File: config.mk
export PLATFORM = sky130hd
export DESIGN_NAME = lms_adapt_ctrl
export DESIGN_NICKNAME = d
export VERILOG_FILES = /design/src/rtl/lms_adapt_ctrl.sv
export SDC_FILE = /design/constraint.sdc
export NUM_CORES = 1
export LEC_CHECK = 0
export CAP_MARGIN = 30
export CORE_MARGIN = 5
export CORE_UTILIZATION = 34
export DETAILED_ROUTE_END_ITERATION = 12
export HOLD_SLACK_MARGIN = 0.06
export PLACE_DENSITY = 0.69
export SLEW_MARGIN = 20
export SYNTH_ARGS = -nofsm -noshare
export SYNTH_HDL_FRONTEND = slang
export SYNTH_SLANG_ARGS = --single-unit
File: constraint.sdc
create_clock -name i_clk -period 6.6 [get_ports i_clk]
set_input_delay 0.99 -clock i_clk [delete_from_list [all_inputs] [get_ports i_clk]]
set_output_delay 0.99 -clock i_clk [all_outputs]
set_load 0.02 [all_outputs]
File: src/rtl/lms_adapt_ctrl.sv
// lms_adapt_ctrl: LMS adaptation sequencer (init pulse, decimated/frozen update enable, mu gear shift); optional lock monitor under LMS_LOCK_DETECT_EN
module lms_adapt_ctrl #(
  parameter int                 ACQ_LEN    = 4096,
  parameter logic signed [7:0]  MU_ACQ     = 8'sd32,
  parameter logic signed [7:0]  MU_TRK     = 8'sd4,
  parameter int                 AVG_SHIFT  = 5,
  parameter logic [6:0]         LOCK_THR   = 7'd16,
  parameter logic [6:0]         UNLOCK_THR = 7'd48
) (
  input  logic       i_clk,
  input  logic       i_rst_n,
  input  logic       i_enable,
  input  logic       i_restart,
  input  logic       i_sym_valid,
  input  logic       i_freeze,
  input  logic [3:0] i_dec,
  input  logic [7:0] i_error,
  output logic       o_lms_en,
  output logic       o_lms_rst,
  output logic [7:0] o_mu,
  output logic [1:0] o_state,
  output logic       o_locked
);
  localparam int CW = $clog2(ACQ_LEN);
  typedef enum logic [1:0] {IDLE, INIT, ACQ, TRK} state_t;
  state_t state, nxt;
  logic [CW-1:0] sym_cnt;
  logic [3:0] dec_cnt, dec_lim;
  logic run, qual, acq_done, lol;
  assign run      = state == ACQ || state == TRK;
  assign qual     = run && i_sym_valid && dec_cnt == 4'd0 && !i_freeze;
  assign acq_done = state == ACQ && qual && sym_cnt == CW'(ACQ_LEN - 1);
  // state register
  always_ff @(posedge i_clk)
    if (!i_rst_n) state <= IDLE;
    else state <= nxt;
  // next state: !enable > restart > loss of lock > acquisition expiry
  always_comb
    nxt = !i_enable ? IDLE :
          i_restart ? INIT :
          state == IDLE ? INIT :
          state == INIT ? ACQ :
          lol ? INIT :
          acq_done ? TRK : state;
  // state-decoded outputs; mu switches together with the state
  always_comb begin
    o_state   = state;
    o_lms_rst = state == INIT;
    o_mu      = state == ACQ ? MU_ACQ : state == TRK ? MU_TRK : 8'd0;
  end
  // decimation/symbol counters and update pulse; the decimation limit reloads only at wrap
  always_ff @(posedge i_clk)
    if (!i_rst_n) begin
      sym_cnt  <= '0;
      dec_cnt  <= '0;
      dec_lim  <= '0;
      o_lms_en <= 1'b0;
    end else if (state == INIT) begin
      sym_cnt  <= '0;
      dec_cnt  <= '0;
      dec_lim  <= i_dec;
      o_lms_en <= 1'b0;
    end else begin
      o_lms_en <= qual && (nxt == ACQ || nxt == TRK);
      if (run && i_sym_valid) begin
        dec_cnt <= dec_cnt == dec_lim ? 4'd0 : dec_cnt + 4'd1;
        if (dec_cnt == dec_lim) dec_lim <= i_dec;
      end
      if (state == ACQ && qual) sym_cnt <= sym_cnt + CW'(1);
    end
`ifdef LMS_LOCK_DETECT_EN
  localparam int AW = 7 + AVG_SHIFT;
  logic [AW-1:0] avg, avg_nxt;
  logic [6:0] mag, mean;
  // |e| with -128 saturated to 127, and the leaky average update
  always_comb begin
    mag     = i_error == 8'h80 ? 7'd127 : i_error[7] ? 7'(-i_error) : i_error[6:0];
    avg_nxt = run && i_sym_valid ? avg + AW'(mag) - (avg >> AVG_SHIFT) : avg;
    mean    = 7'(avg >> AVG_SHIFT);
    lol     = state == TRK && mean > UNLOCK_THR;
  end
  // average register and registered lock flag aligned with the next state
  always_ff @(posedge i_clk)
    if (!i_rst_n || state == INIT) begin
      avg      <= '0;
      o_locked <= 1'b0;
    end else begin
      avg      <= avg_nxt;
      o_locked <= nxt == TRK && 7'(avg_nxt >> AVG_SHIFT) <= LOCK_THR;
    end
`else
  logic unused;
  assign unused   = ^{i_error, LOCK_THR, UNLOCK_THR, AVG_SHIFT[0]};
  assign lol      = 1'b0;
  assign o_locked = state == TRK;
`endif
endmodule

==> run summary, run 1 <==
Outcome -> complete, no violations
Post-DR wirelength/cell -> 12.0 µm
Dominant cells by area after synthesis -> dfxtp_1 37%, xor2_1 7.1%, nand2_1 5.5%, buf_4 4.3%, nor2_1 4.0%
Largest family of logic cells by synthesized area -> simple AND/OR/NAND/NOR gates
CP Class -> in2reg
Fin. max-slew vios -> 0
Hold Path Class -> reg2reg
Full die area -> 4920 µm²
Critical Path Source Type -> input pin
Grt total ovfl -> 0
Simple-gate share of the synthesized area -> 28.9%
First-pass GRT wire length -> 4430 µm
Fmax -> 331 MHz
Final setup viols -> 0
Antenna Cells -> 0
Post-synthesis sequential area ratio -> 37.4%
Final worst path period share -> 45.8%
Dpl cells -> 204
Transition time of the tightest slew-check pin -> 816 ps
# DRC -> 0
Post-Synthesis Cell Area -> 1230 µm²
Multi-input gate area -> 697 µm²
Cells after synthesis -> 150
Min Tclk post-route -> 3020 ps
Dpl ws -> 3230 ps
Total power per unit cell area -> 170 nW/µm²
Mux cell area share after synthesis -> 3.25%
DRT iter0 DRCs -> 28
Core area -> 3420 µm²
Clk_lat worst skew -> 310 ps
Max_cap viols -> 0
Setup bufs post-CTS -> 0
Post-Route WL -> 2490 µm
Clk buf depth -> 2
Clock slew at reported path FFs -> 130 ps
Ys flop type -> dfxtp_1
Fin nets -> 184
Post-synth top cells -> 23 x dfxtp_1, 18 x nand2_1, 13 x nor2_1, 10 x xor2_1
CTS tree -> built
Final worst slack -> 3580 ps
Clock skew -> 4.33 ps
Post-cts hold buffer count -> 0
Final cell count without fillers -> 208
1st-pass router iterations -> 4
Initial Utilization -> 36.0%
Synth cell types -> 33
Die Span X -> 70.2 µm
Max_slew headroom -> 44.8%
CTS buffer count -> 3
Total Neg Setup Slack -> 0 ps
Share of layout cells above drive strength 1 -> 2.47%
Synth Area in Compound Gates -> 9.65%
Via Count -> 1042
Setup crit end kind -> register
Max IR drop VDD -> 0.0650 mV
Syn_area_per_cell -> 8.21 µm²
Filler cells -> 375
Detail Route Antenna Nets -> 0
IO Pins -> 31
CP max FO -> 7
Final core utilization -> 41.5%
Largest net degree at the start of global routing -> 14
GP Congestion -> 0.801
Final hold violation count -> 0
Fraction of registers with async set/reset -> 0%
Most frequent cell after synthesis -> dfxtp_1
DPL Wire Length -> 1910 µm
Layout area overhead -> 15.1%
Area leader, netlist -> dfxtp_1
Vias in the first global route -> 1032
H-tree levels -> 1
Vias/cell -> 5.01
Arr. time, crit path -> 3270 ps
FF+latch count, synth -> 23
Lkg Pwr -> 0.548 nW
Data required, critical path -> 6850 ps
XOR/XNOR Fraction of Synth Area -> 9.96%
Die Ht -> 70.2 µm
Post-CTS sizing -> 0
Total Power -> 0.000241 W
Sequential Area -> 460 µm²
RSZ-0062 raised after global routing -> no
Synth Area in Adders -> 3.05%
Rows -> 21
Yosys synthesis warning count -> 0
GRT Overall Usage -> 10.8%
Initial antenna violation count -> 0
Clock Sinks -> 23
Synth top area share -> 37.4%
Root Buffer -> clkbuf_4
Input/output buffers -> 16
EDFF count, synth -> 0
kinds of logic after synthesis:
kind of cell	Yosys count
buf+inv	17
xor+xnor	14
flops	23
compound gates	19
simple gates	69
mux	4
fa+ha+maj	3
other cells	1
per-layer routing:
layer | wire length, µm | part of all wire, % | up-vias | GRT usage (%)
li1 | - | - | 531 | -
met1 | 1180 | 47 | 480 | 13.9
met5 | 0 | 0 | - | 0
met2 | 1150 | 46 | 25 | 17.3
met4 | 61 | 2.4 | 0 | 5.74
met3 | 95 | 3.8 | 6 | 1.72
through the flow:
stage	instance area, µm²	hold slack (ps)
after floorplan	1250	458
after global placement	1390	466
after detailed placement	1390	497
after CTS	1420	515
after global routing	1420	544
final	1420	506
worst max-delay path, stage by stage:
cell and delay, ps:
clkdlybuf4s50_1 430, or4b_1 610, or4_1 710, or3_1 390, a21oi_1 140
final timing paths:
kind,start,to,slack [ps],depth (start not counted)
worst max-delay path,i_freeze,sym_cnt[11],3580,5
worst min register to register,sym_cnt[7],sym_cnt[7],510,2
worst min-delay path,sym_cnt[7],sym_cnt[7],510,2
worst max register to register,dec_cnt[0],sym_cnt[11],4130,6
layout make-up:
type,instances,area share (%)
Clock inverter,1,0.353
Sequential cell,23,32.5
Tap cell,46,4.06
Inverter,4,1.06
Clock buffer,3,1.59
Timing Repair Buffer,16,11.3
Multi-Input combinational cell,115,49.2
placed cells by master (no fill, tap or decap), types with 5 or more instances in the layout:
cell / netlist / routed
a21oi_1: 6 / 6
nor3_1: 7 / 7
conb_1: 1 / 6
nand2_1: 18 / 18
dfxtp_1: 23 / 23
clkdlybuf4s50_1: 0 / 16
and3_1: 5 / 5
o21ai_0: 5 / 5
xor2_1: 10 / 10
nand3_1: 5 / 5
nor2_1: 13 / 13
o211ai_1: 6 / 6
flip-flops by register name, indices dropped and copies added, names as in the netlist:
signal / cells
dec_cnt: 4
o_lms_en: 1
dec_lim: 4
sym_cnt: 12
o_state: 2
power breakdown:
| group | switching [W] | internal, W |
|---|---|---|
| combinational | 0.0000180 | 0.0000135 |
| sequential | 0.00000241 | 0.000142 |
| clock | 0.0000425 | 0.0000226 |
| total | 0.0000630 | 0.000178 |
No activity file was read; power rests on OpenSTA's default activity.
==> inputs of run 2 (changes only) <==
--- a/config.mk
+++ b/config.mk
@@ -10,7 +10,7 @@
 export CORE_UTILIZATION = 34
 export DETAILED_ROUTE_END_ITERATION = 12
 export HOLD_SLACK_MARGIN = 0.06
-export PLACE_DENSITY = 0.69
+export PLACE_DENSITY = 0.71
 export SLEW_MARGIN = 20
 export SYNTH_ARGS = -nofsm -noshare
 export SYNTH_HDL_FRONTEND = slang
==> constraint.sdc (replaced) <==
create_clock -name i_clk -period 2.6 [get_ports i_clk]
set_input_delay 0.39 -clock i_clk [delete_from_list [all_inputs] [get_ports i_clk]]
set_output_delay 0.39 -clock i_clk [all_outputs]
set_load 0.02 [all_outputs]
==> run 2 against run 1 <==
Effect of this change: worst setup slack got worse by 3300 ps; clock skew decreased by 1.2 ps; core utilization up 1.3 points; critical path depth grew 1; sequential cell count did not move; largest cell class unchanged.
==> run summary, run 2 (synthesis gave the netlist of run 1 again) <==
Min Tclk post-route -> 2350 ps
Final hold violation count -> 0 (unchanged)
Post-DR wirelength/cell -> 11.9 µm (-1.0%)
Post-CTS sizing -> 0 (unchanged)
CP max FO -> 6 (-1)
CTS tree -> built
Data required, critical path -> 2860 ps (-3990 ps)
Crit path launch -> dec_cnt[0]
Vias in the first global route -> 1001 (-3.0%)
Detail Route Antenna Nets -> 0 (unchanged)
GRT Overall Usage -> 10.4% (-0.43 points)
Core area -> 3420 µm² (unchanged)
Grt total ovfl -> 0 (unchanged)
Critical Path Source Type -> register
Hold Path Class -> reg2reg
Top Registers -> sym_cnt x12, dec_cnt x4, dec_lim x4
Input/output buffers -> 16 (unchanged)
Share of layout cells above drive strength 1 -> 5.95% (+3.5 points)
Max reg flops -> 12 (unchanged)
# DRC -> 0 (unchanged)
Clock Sinks -> 23 (unchanged)
Antenna Cells -> 0 (unchanged)
Full die area -> 4920 µm² (unchanged)
Total Neg Setup Slack -> 0 ps (unchanged)
Die Span X -> 70.2 µm (unchanged)
Min-delay src -> sym_cnt[11]
Final worst path period share -> 90.3%
Largest net degree at the start of global routing -> 14 (unchanged)
DRT iter0 DRCs -> 30 (+7.1%)
R2r startpoint -> dec_cnt[0]
Setup crit end kind -> register
Max IR drop VDD -> 0.186 mV (+190%)
Clk buf depth -> 2 (unchanged)
Arr. time, crit path -> 2600 ps (-670 ps)
1st-pass router iterations -> 4 (unchanged)
Most frequent cells in the layout -> 23 x dfxtp_1, 18 x nand2_1, 16 x clkdlybuf4s50_1
Setup bufs post-CTS -> 0 (unchanged)
Clock slew at reported path FFs -> 130 ps (about the same)
CTS buffer count -> 3 (unchanged)
H-tree levels -> 1 (unchanged)
Post-cts hold buffer count -> 0 (unchanged)
Initial Utilization -> 36.0% (unchanged)
Fin. max-slew vios -> 0 (unchanged)
IO Pins -> 31 (unchanged)
Layout area overhead -> 18.8%
Lkg Pwr -> 0.576 nW (+5.1%)
Worst R2R Setup Slack -> 250 ps (-3880 ps)
Biggest register -> sym_cnt
Rows -> 21 (unchanged)
Finished Cell Area -> 1460 µm² (+3.2%)
Vias/cell -> 4.98 (-0.57%)
Initial antenna violation count -> 0 (unchanged)
Via Count -> 1066 (+2.3%)
Clock skew -> 3.12 ps (-1.21 ps)
Outcome -> complete, no violations
GP Congestion -> 0.744 (-7.1%)
CP max-delay cell -> or4_1
RSZ-0062 raised after global routing -> no
Placed Area -> 1440 µm² (+3.2%)
Fmax -> 426 MHz
Leading cell type in the layout, fill and taps excluded -> dfxtp_1
Worst-path cell chain -> inv_1, ha_1, or4b_1, or4_1, or3_1, a21oi_1
Final setup viols -> 0 (unchanged)
Total power per unit cell area -> 426 nW/µm² (+150%)
Post-Route WL -> 2540 µm (+1.8%)
Max_cap viols -> 0 (unchanged)
First-pass GRT wire length -> 4250 µm (-4.0%)
Clk_lat worst skew -> 310 ps (about the same)
Die Ht -> 70.2 µm (unchanged)
DPL Wire Length -> 1850 µm (-3.1%)
Total Power -> 0.000624 W (+160%)
Hold Slack -> 502 ps (-3.39 ps)
Fin nets -> 190 (+3.3%)
CP Class -> reg2reg
Root Buffer -> clkbuf_4
CP peak stage delay -> 650 ps (-60 ps)
## run 2: final cells by class
type                            instances  area (µm²)
Clock buffer                            3        22.5
Clock inverter                          1        5.00
Sequential cell                        23         460
Fill cell                             342        1950
Timing Repair Buffer                   22         205
Tap cell                               46        57.6
Multi-Input combinational cell        115         697
Inverter                                4        15.0
## run 2: worst paths after layout
check / end / cells after the start
max: sym_cnt[9] / 6
min: sym_cnt[11] / 2
max reg2reg: sym_cnt[9] / 6
min reg2reg: sym_cnt[11] / 2
## run 2: power breakdown
| part | switching, W | internal [W] |
|---|---|---|
| clock | 0.000110 | 0.0000576 |
| sequential | 0.00000624 | 0.000359 |
| combinational | 0.0000482 | 0.0000422 |
| total | 0.000165 | 0.000459 |
## run 2: per-layer routing
metal / track usage [%] / share of wire, % / vias up
li1: - / - / 547
met1: 13.8 / 51 / 485
met2: 15.9 / 42 / 29
met3: 2.15 / 5.0 / 5
met4: 5.11 / 2.2 / 0
met5: 0 / 0 / -
## run 2: critical path: cells and delay by family, from the launching register on
family	cells	cell delay, ps
simple gates	3	1510
flops	1	390
fa+ha+maj	1	160
compound gates	1	150
buf+inv	1	80
## run 2: per-stage QoR
step	worst slack, ps	instances	utilization, %
2_1_floorplan	330	155	-
3_3_place_gp	32.4	210	42.0
3_5_place_dp	13.9	210	42.0
4_1_cts	241	214	42.8
5_1_grt	147	214	42.8
6_report	253	214	42.8
==> inputs of run 3 (changes only) <==
--- a/config.mk
+++ b/config.mk
@@ -5,9 +5,11 @@
 export SDC_FILE = /design/constraint.sdc
 export NUM_CORES = 1
 export LEC_CHECK = 0
+export ABC_AREA = 1
 export CAP_MARGIN = 30
 export CORE_MARGIN = 5
 export CORE_UTILIZATION = 34
+export CTS_CLUSTER_SIZE = 20
 export DETAILED_ROUTE_END_ITERATION = 12
 export HOLD_SLACK_MARGIN = 0.06
 export PLACE_DENSITY = 0.71
==> run 3 against run 2 <==
Effect of this change: sequential power fell by 1%; largest cell class unchanged; sequential cell count did not move; non-clock buffer count fell by 5; first-iteration DRC count rose by 77%.
==> run summary, run 3 <==
Critical Path Source Type -> register
Net Sw Frac -> 25.0% (-1.4 points)
Post-cts hold buffer count -> 0 (unchanged)
Synth top area share -> 36.6% (-0.82 points)
Max IR drop VDD -> 0.322 mV (+73%)
Most frequent cell after synthesis -> nand2_1
Clock Sinks -> 23 (unchanged)
Share of layout cells above drive strength 1 -> 8.21% (+2.3 points)
Total Neg Setup Slack -> 0 ps (unchanged)
First-pass GRT wire length -> 4330 µm (+1.8%)
Filler cells -> 399 (+17%)
Arr. time, crit path -> 1660 ps (-940 ps)
H-tree levels -> 1 (unchanged)
GRT Overall Usage -> 10.3% (-0.085 points)
Yosys synthesis warning count -> 0 (unchanged)
Setup bufs post-CTS -> 0 (unchanged)
Fin nets -> 217 (+14%)
Post-synth top cells -> 39 x nand2_1, 23 x dfxtp_1, 23 x inv_1, 22 x nor2_1, 12 x a21oi_1
Root Buffer -> clkbuf_8
GP Congestion -> 0.742 (-0.27%)
Clock slew at reported path FFs -> 90 ps (-40 ps)
Top Registers -> sym_cnt x12, dec_cnt x4, dec_lim x4
Rows -> 22 (+4.8%)
Worst r2r dst -> sym_cnt[9]
CP Class -> reg2out
Hold Path Class -> reg2reg
Hold Path Stages -> 2 (unchanged)
Combinational Power Share -> 10.6% (-3.9 points)
Biggest register -> sym_cnt
Setup crit end kind -> output port
CP peak stage delay -> 640 ps (about the same)
CP max-delay cell -> clkdlybuf4s50_1
Largest net degree at the start of global routing -> 14 (unchanged)
EDFF count, synth -> 0 (unchanged)
Worst-path cell chain -> nand2_1, inv_1, clkdlybuf4s50_1
Ys flop type -> dfxtp_1
Clock network fraction of design power -> 34.4% (+7.5 points)
Full die area -> 5020 µm² (+1.9%)
Final hold violation count -> 0 (unchanged)
Post-DR wirelength/cell -> 10.2 µm (-14%)
Fraction of registers with async set/reset -> 0% (unchanged)
Leading cell type in the layout, fill and taps excluded -> nand2_1
Post-Synthesis Cell Area -> 1260 µm² (+2.2%)
Initial Utilization -> 34.6% (-1.4 points)
DRT iter0 DRCs -> 53 (+77%)
CP delay by family, top -> buffers and inverters
Crit path launch -> o_state[1]
Core area -> 3630 µm² (+6.4%)
Detail Route Antenna Nets -> 0 (unchanged)
Post-synthesis sequential area ratio -> 36.6% (-0.82 points)
Final setup viols -> 0 (unchanged)
Synth cell types -> 28 (-15%)
# DRC -> 0 (unchanged)
CP max FO -> 6 (unchanged)
CTS tree -> built
Antenna Cells -> 0 (unchanged)
Outcome -> complete, no violations
Lkg Pwr -> 0.650 nW (+13%)
Area leader, netlist -> dfxtp_1
Cells after synthesis -> 176 (+17%)
R2r startpoint -> dec_cnt[0]
RSZ-0062 raised after global routing -> no
DPL Wire Length -> 1950 µm (+5.5%)
Grt total ovfl -> 0 (unchanged)
1st-pass router iterations -> 4 (unchanged)
FF+latch count, synth -> 23 (unchanged)
Clock skew -> 11.6 ps (+8.50 ps)
Final worst path period share -> 78.8% (-11 points)
Syn_area_per_cell -> 7.15 µm² (-13%)
Min-delay src -> sym_cnt[10]
Clk_lat worst skew -> 270 ps (-40 ps)
Max reg flops -> 12 (unchanged)
Reg2Reg Depth -> 9 (+3)
Dominant cells by area after synthesis -> dfxtp_1 37%, nand2_1 12%, inv_1 6.9%, nor2_1 6.6%, a21oi_1 4.8%
Initial antenna violation count -> 0 (unchanged)
Post-CTS sizing -> 0 (unchanged)
Max_cap viols -> 0 (unchanged)
CTS buffer count -> 3 (unchanged)
Sequential power share -> 54.9% (-3.7 points)
Worst R2R Setup Slack -> 910 ps (+660 ps)
Vias in the first global route -> 1037 (+3.6%)
Hold endpoint -> sym_cnt[10]
Die Span X -> 70.8 µm (+0.95%)
Finished Cell Area -> 1500 µm² (+2.5%)
Fin. max-slew vios -> 0 (unchanged)
Data required, critical path -> 2210 ps (-650 ps)
Die Ht -> 70.8 µm (+0.95%)
Fmax -> 488 MHz (+15%)
Vias/cell -> 4.51 (-9.5%)
Worst path bufs/invs -> 2 (+1)
Internal -> 0.000494 W (+7.7%)
Total power per unit cell area -> 439 nW/µm² (+3.1%)
Dpl ws -> 655 ps (+641 ps)
Clk buf depth -> 2 (unchanged)
Final worst slack -> 551 ps (+298 ps)
IO Pins -> 31 (unchanged)
Sw Pwr -> 0.000164 W (about the same)
Placed Area -> 1450 µm² (+1.2%)
Post-Route WL -> 2470 µm (-2.7%)
Input/output buffers -> 16 (unchanged)
Min Tclk post-route -> 2050 ps (-298 ps)
Via Count -> 1096 (+2.8%)
Layout area overhead -> 19.1%
Most frequent cells in the layout -> 39 x nand2_1, 23 x inv_1, 23 x dfxtp_1
## run 3: how the worst max path moves through the flow
stage                  end  depth (start not counted)
3_3_place_gp   sym_cnt[10]                          7
6_report           o_mu[5]                          3
2_1_floorplan   dec_lim[0]                          5
4_1_cts            o_mu[5]                          3
5_1_grt            o_mu[5]                          3
3_5_place_dp    sym_cnt[9]                          7
## run 3: power by group through the flow
stage          sequential, W  clock (W)  combinational (W)
6_report            0.000362   0.000227          0.0000701
2_1_floorplan       0.000371          0          0.0000471
5_1_grt             0.000363   0.000252          0.0000781
3_5_place_dp        0.000370          0          0.0000701
4_1_cts             0.000362   0.000236          0.0000706
3_3_place_gp        0.000370          0          0.0000694
## run 3: worst reg2reg max path, stage by stage (launching register included)
cell and delay (ps):
dfxtp_1 370, inv_1 90, ha_1 140, inv_1 30, nor2_1 270, nand3_4 150, nor2_8 200, nand3_1 120
nor2_1 150, nor3b_2 60
## run 3: per-stage QoR
| step | cells | util [%] | hold slack (ps) | power (W) |
|---|---|---|---|---|
| 2_1_floorplan | 181 | - | 449 | 0.000418 |
| 3_3_place_gp | 239 | 40.0 | 472 | 0.000439 |
| 3_5_place_dp | 239 | 40.0 | 470 | 0.000440 |
| 4_1_cts | 243 | 41.3 | 484 | 0.000669 |
| 5_1_grt | 243 | 41.3 | 510 | 0.000693 |
| 6_report | 243 | 41.3 | 480 | 0.000659 |
## run 3: cells by family after synthesis
group,share of synthesized area (%)
simple gates,36.0
buf+inv,11.7
flops,36.6
compound gates,9.64
xor+xnor,2.78
fa+ha+maj,2.98
other cells,0.298
## run 3: final cells by class
class	instances	area, µm²	share of cell area, %
clock buffers	3	41.3	2.75
clock inverters	1	5.00	0.334
inverters	25	95.1	6.34
multi-input cells	126	669	44.7
flip-flops and latches	23	460	30.7
well taps	48	60.1	4.01
repair buffers	17	168	11.2
## run 3: metal layers
layer	vias up	share of wire, %	GRT usage (%)
met5	-	0	0
met4	0	0	0.835
met3	0	4.3	3.84
met2	16	53	19.5
met1	492	43	11.4
li1	588	-	-
==> edit 1, RTL diff (settings of run 3) <==
Add a define of `LMS_LOCK_DETECT_EN`.
--- a/src/rtl/lms_adapt_ctrl.sv
+++ b/src/rtl/lms_adapt_ctrl.sv
@@ -1,3 +1,5 @@
 // lms_adapt_ctrl: LMS adaptation sequencer (init pulse, decimated/frozen update enable, mu gear shift); optional lock monitor under LMS_LOCK_DETECT_EN
+`define LMS_LOCK_DETECT_EN
+
 module lms_adapt_ctrl #(
   parameter int                 ACQ_LEN    = 4096,
Formal check against the unedited RTL: no difference found for any inputs over 10 cycles, from zero or initial values and one cycle with i_rst_n low; that may be too few to reach the edited logic, so the function may still have changed.
==> edit 1 against run 3 <==
The flow now finishes with violations (negative setup slack); worst hold slack got worse by 0.010 ns; total power is 130% higher; synthesized area up 110%; worst setup slack got worse by 0.84 ns; first-iteration DRC count is 140% higher; sequential cell count is 13 higher; die area is 94% higher; routed wire length rose to 2.9 times the old value; cell area is 150% higher; synthesized cell count grew 130%; clock skew fell by 0.0029 ns.
==> edit 1: results <==
export IMPL_outcome="complete, but fails checks"
export IMPL_violations="negative setup slack"
export IMPL_r2r_worst_path_cells=14
export IMPL_first_global_vias=2701
export IMPL_synthXorXnorAreaFrac_pct=2.30
export IMPL_timing_rr_start="avg[6]"
export IMPL_vdd_ir_drop_max_v=0.000289
export IMPL_wire_length_of_the_first_global_routing_pass_um=11700
export IMPL_finalWeightedCongestion=0.925
export IMPL_pre_cts_slack_ns=-1.01
export IMPL_grt_max_degree=18
export IMPL_timing_reg2reg_setup_slack_ns=0.20
export IMPL_power_share_clock_pct=27.0
export IMPL_grt_usage_pct=14.2
export IMPL_synthTopCellsByArea="dfxtp_1 27%, nand2_1 13%, inv_1 11%"
export IMPL_synth_avg_cell_area_um2=6.71
export IMPL_cpLargestDelayFamily="simple AND/OR/NAND/NOR gates"
export IMPL_startpoint_of_the_worst_setup_timing_path="i_error[1]"
export IMPL_crit_path_max_fanout=4
export IMPL_postCtsSetupRepairBufs=9
export IMPL_crit_slowest_cell="fa_1"
export IMPL_netSwitchingFraction_pct=33.5
export IMPL_detail_route_wl_per_cell_um=12.7
export IMPL_timing_hold_ws_ns=0.470
export IMPL_ys_top_cells_by_count="91 x nand2_1, 80 x inv_1, 39 x nor2_1, 36 x dfxtp_1, 30 x nand3_1"
export IMPL_layout_cell_share_with_drive_strength_beyond_1_pct=28.2
export IMPL_hold_endpoint="sym_cnt[9]"
export IMPL_synth_yosys_seq_area_share_pct=27.0
export IMPL_yosys_cell_types_count=35
export IMPL_final_setup_viol_count=9
export IMPL_power_leakage_nw=1.77
export IMPL_worst_setup_hold_path_clk_slew_ns=0.07
export IMPL_post_route_worst_setup_slack_ns=-0.288
export IMPL_dpl_instance_area_um2=3250
export IMPL_reg_largest_list="avg (12), sym_cnt (12)"
export IMPL_cts_max_level=2
## edit 1: cell types whose count changed after synthesis, sizes merged, moves of 3 or more
cell,before,now
a21oi,12,26
inv,23,81
nor2,24,42
a31oi,0,3
nand2,41,95
clkbuf,0,4
fa,0,7
ha,3,19
nand3,12,32
dfxtp,23,36
o21ai,9,17
## edit 1: layout make-up
cell class                      count  area [um^2]
Fill cell                         733         3970
Multi-Input combinational cell    276         1930
Sequential cell                    36          721
Timing Repair Buffer               60          518
Inverter                           81          327
Tap cell                          102          128
Clock buffer                        6         82.6
Clock inverter                      2         10.0
## edit 1: routing by layer
| layer | vias to the layer above | routed length, um | part of all wire (%) | global-route usage [%] |
|---|---|---|---|---|
| met5 | - | 0 | 0 | 0 |
| met4 | 0 | 165 | 2.3 | 5.88 |
| met3 | 14 | 331 | 4.6 | 2.41 |
| met2 | 89 | 3770 | 53 | 26.6 |
| met1 | 1253 | 2870 | 40 | 15.8 |
| li1 | 1359 | - | - | - |
==> edit 2, RTL diff (config.mk and constraints of run 3) <==
Made on the original files. Add an input register stage for `i_enable`, `i_restart`, `i_freeze` and `i_dec`; this delays them by one clock. The other inputs are not delayed to match.
--- a/src/rtl/lms_adapt_ctrl.sv
+++ b/src/rtl/lms_adapt_ctrl.sv
@@ -24,4 +24,17 @@
   localparam int CW = $clog2(ACQ_LEN);
   typedef enum logic [1:0] {IDLE, INIT, ACQ, TRK} state_t;
+
+  logic i_enable_q;
+  logic i_restart_q;
+  logic i_freeze_q;
+  logic [3:0] i_dec_q;
+
+  always_ff @(posedge i_clk) begin
+    i_enable_q  <= i_enable;
+    i_restart_q <= i_restart;
+    i_freeze_q  <= i_freeze;
+    i_dec_q     <= i_dec;
+  end
+
   state_t state, nxt;
   logic [CW-1:0] sym_cnt;
@@ -29,5 +42,5 @@
   logic run, qual, acq_done, lol;
   assign run      = state == ACQ || state == TRK;
-  assign qual     = run && i_sym_valid && dec_cnt == 4'd0 && !i_freeze;
+  assign qual     = run && i_sym_valid && dec_cnt == 4'd0 && !i_freeze_q;
   assign acq_done = state == ACQ && qual && sym_cnt == CW'(ACQ_LEN - 1);
   // state register
@@ -37,6 +50,6 @@
   // next state: !enable > restart > loss of lock > acquisition expiry
   always_comb
-    nxt = !i_enable ? IDLE :
-          i_restart ? INIT :
+    nxt = !i_enable_q ? IDLE :
+          i_restart_q ? INIT :
           state == IDLE ? INIT :
           state == INIT ? ACQ :
@@ -59,5 +72,5 @@
       sym_cnt  <= '0;
       dec_cnt  <= '0;
-      dec_lim  <= i_dec;
+      dec_lim  <= i_dec_q;
       o_lms_en <= 1'b0;
     end else begin
@@ -65,5 +78,5 @@
       if (run && i_sym_valid) begin
         dec_cnt <= dec_cnt == dec_lim ? 4'd0 : dec_cnt + 4'd1;
-        if (dec_cnt == dec_lim) dec_lim <= i_dec;
+        if (dec_cnt == dec_lim) dec_lim <= i_dec_q;
       end
       if (state == ACQ && qual) sym_cnt <= sym_cnt + CW'(1);
Behaviour: not the same (Yosys sat finds a counterexample within 4 cycles, from zero or initial values and one cycle with i_rst_n low).
==> edit 2 against run 3 <==
Combinational power shrank 16%; synthesized area grew 6.9%; routed wire length shrank 5.7%; sequential cell count grew 7; worst setup slack is essentially flat; cell area grew 7.8%; sequential share of layout area grew 6.5 points; total power grew 39%; highest routed layer is now met4.
==> edit 2: results <==
export IMPL_outcome="completed"
export IMPL_r2r_worst_path_cells=9
export IMPL_power_leakage_nw=0.637
export IMPL_grt_usage_pct=10.6
export IMPL_worstSetupEndpoint="o_lms_rst"
export IMPL_synthArstFlopShare_pct=0
export IMPL_first_global_vias=986
export IMPL_ys_top_cells_by_count="37 x nand2_1, 30 x dfxtp_1, 27 x nor2_1, 22 x inv_1, 13 x a21oi_1"
export IMPL_hold_endpoint="dec_lim[2]"
export IMPL_slowest_cell_delay_on_critical_path_ns=0.67
export IMPL_crit_path_max_fanout=4
export IMPL_synth_compound_area_share_pct=8.19
export IMPL_fin_worst_skew_ns=0.00737
export IMPL_nets=222
export IMPL_wire_length_of_the_first_global_routing_pass_um=4180
export IMPL_grt_max_degree=15
export IMPL_timing_reg2reg_setup_slack_ns=0.93
export IMPL_grt_util_met2_pct=15.1
export IMPL_groute_layer_met3_usage_pct=4.27
export IMPL_synthTopCellsByArea="dfxtp_1 45%, nand2_1 10%, nor2_1 7.5%"
export IMPL_synthAdderAreaFrac_pct=2.79
export IMPL_yosys_cell_types_count=21
export IMPL_power_clock_total_uw=384
export IMPL_met2_wirelength_um=872
export IMPL_post_route_worst_setup_slack_ns=0.552
export IMPL_startpoint_of_the_worst_setup_timing_path="o_state[0]"
export IMPL_vdd_ir_drop_max_v=0.000321
export IMPL_hold_start="i_dec_q[2]"
export IMPL_cts_max_level=2
export IMPL_cell_internal_power_dissipation_uw=707
export IMPL_top_metal_used="met4"
export IMPL_antenna_cells=0
export IMPL_pwr_share_seq_pct=51.8
export IMPL_worst_setup_hold_path_clk_slew_ns=0.06
export IMPL_cts_buffers=5
export IMPL_synth_yosys_seq_area_share_pct=44.7
export IMPL_synthXorXnorAreaFrac_pct=4.56
export IMPL_timing_rr_start="dec_cnt[1]"
export IMPL_critical_path_reg2reg_endpoint="sym_cnt[0]"
export IMPL_wirelength_um=2330
export IMPL_drt_vias_per_instance=4.36
export IMPL_pre_cts_slack_ns=0.620
export IMPL_port_buffers=16
export IMPL_hpwl_um=1780
export IMPL_wl_met1_um=1170
export IMPL_global_route_usage_met1_pct=12.4
export IMPL_finalWeightedCongestion=0.798
export IMPL_first_iter_violations=22
export IMPL_layout_cell_share_with_drive_strength_beyond_1_pct=7.92
export IMPL_dr_wl_met3_um=193
edit 2: changes by cell type after synthesis, moves of 2 or more:
cell / before / now
and3_1: 2 / 0
dfxtp_1: 23 / 30
nand2_1: 39 / 37
nand3_1: 10 / 12
nand3_2: 1 / 3
nand4_1: 3 / 0
nor2_1: 22 / 27
nor3_1: 6 / 3
o21ai_0: 7 / 9
o21ai_2: 2 / 0
xor2_1: 3 / 5
edit 2: cell type report:
class,instances,area (um^2)
Clock buffer,6,82.6
Clock inverter,2,12.5
Fill cell,403,2130
Inverter,23,86.3
Multi-Input combinational cell,125,613
Sequential cell,30,601
Tap cell,48,60.1
Timing Repair Buffer,16,160
edit 2: metrics by stage:
stage,std cells,util (%),area (um^2),total power [mW],hold slack (ns)
6_report,250,43.1,1620,0.918,0.450
5_1_grt,250,43.1,1620,0.964,0.468
4_1_cts,250,43.1,1620,0.937,0.447
3_5_place_dp,242,40.6,1520,0.545,0.438
3_3_place_gp,242,40.6,1520,0.543,0.433
2_1_floorplan,186,-,1360,0.526,0.418
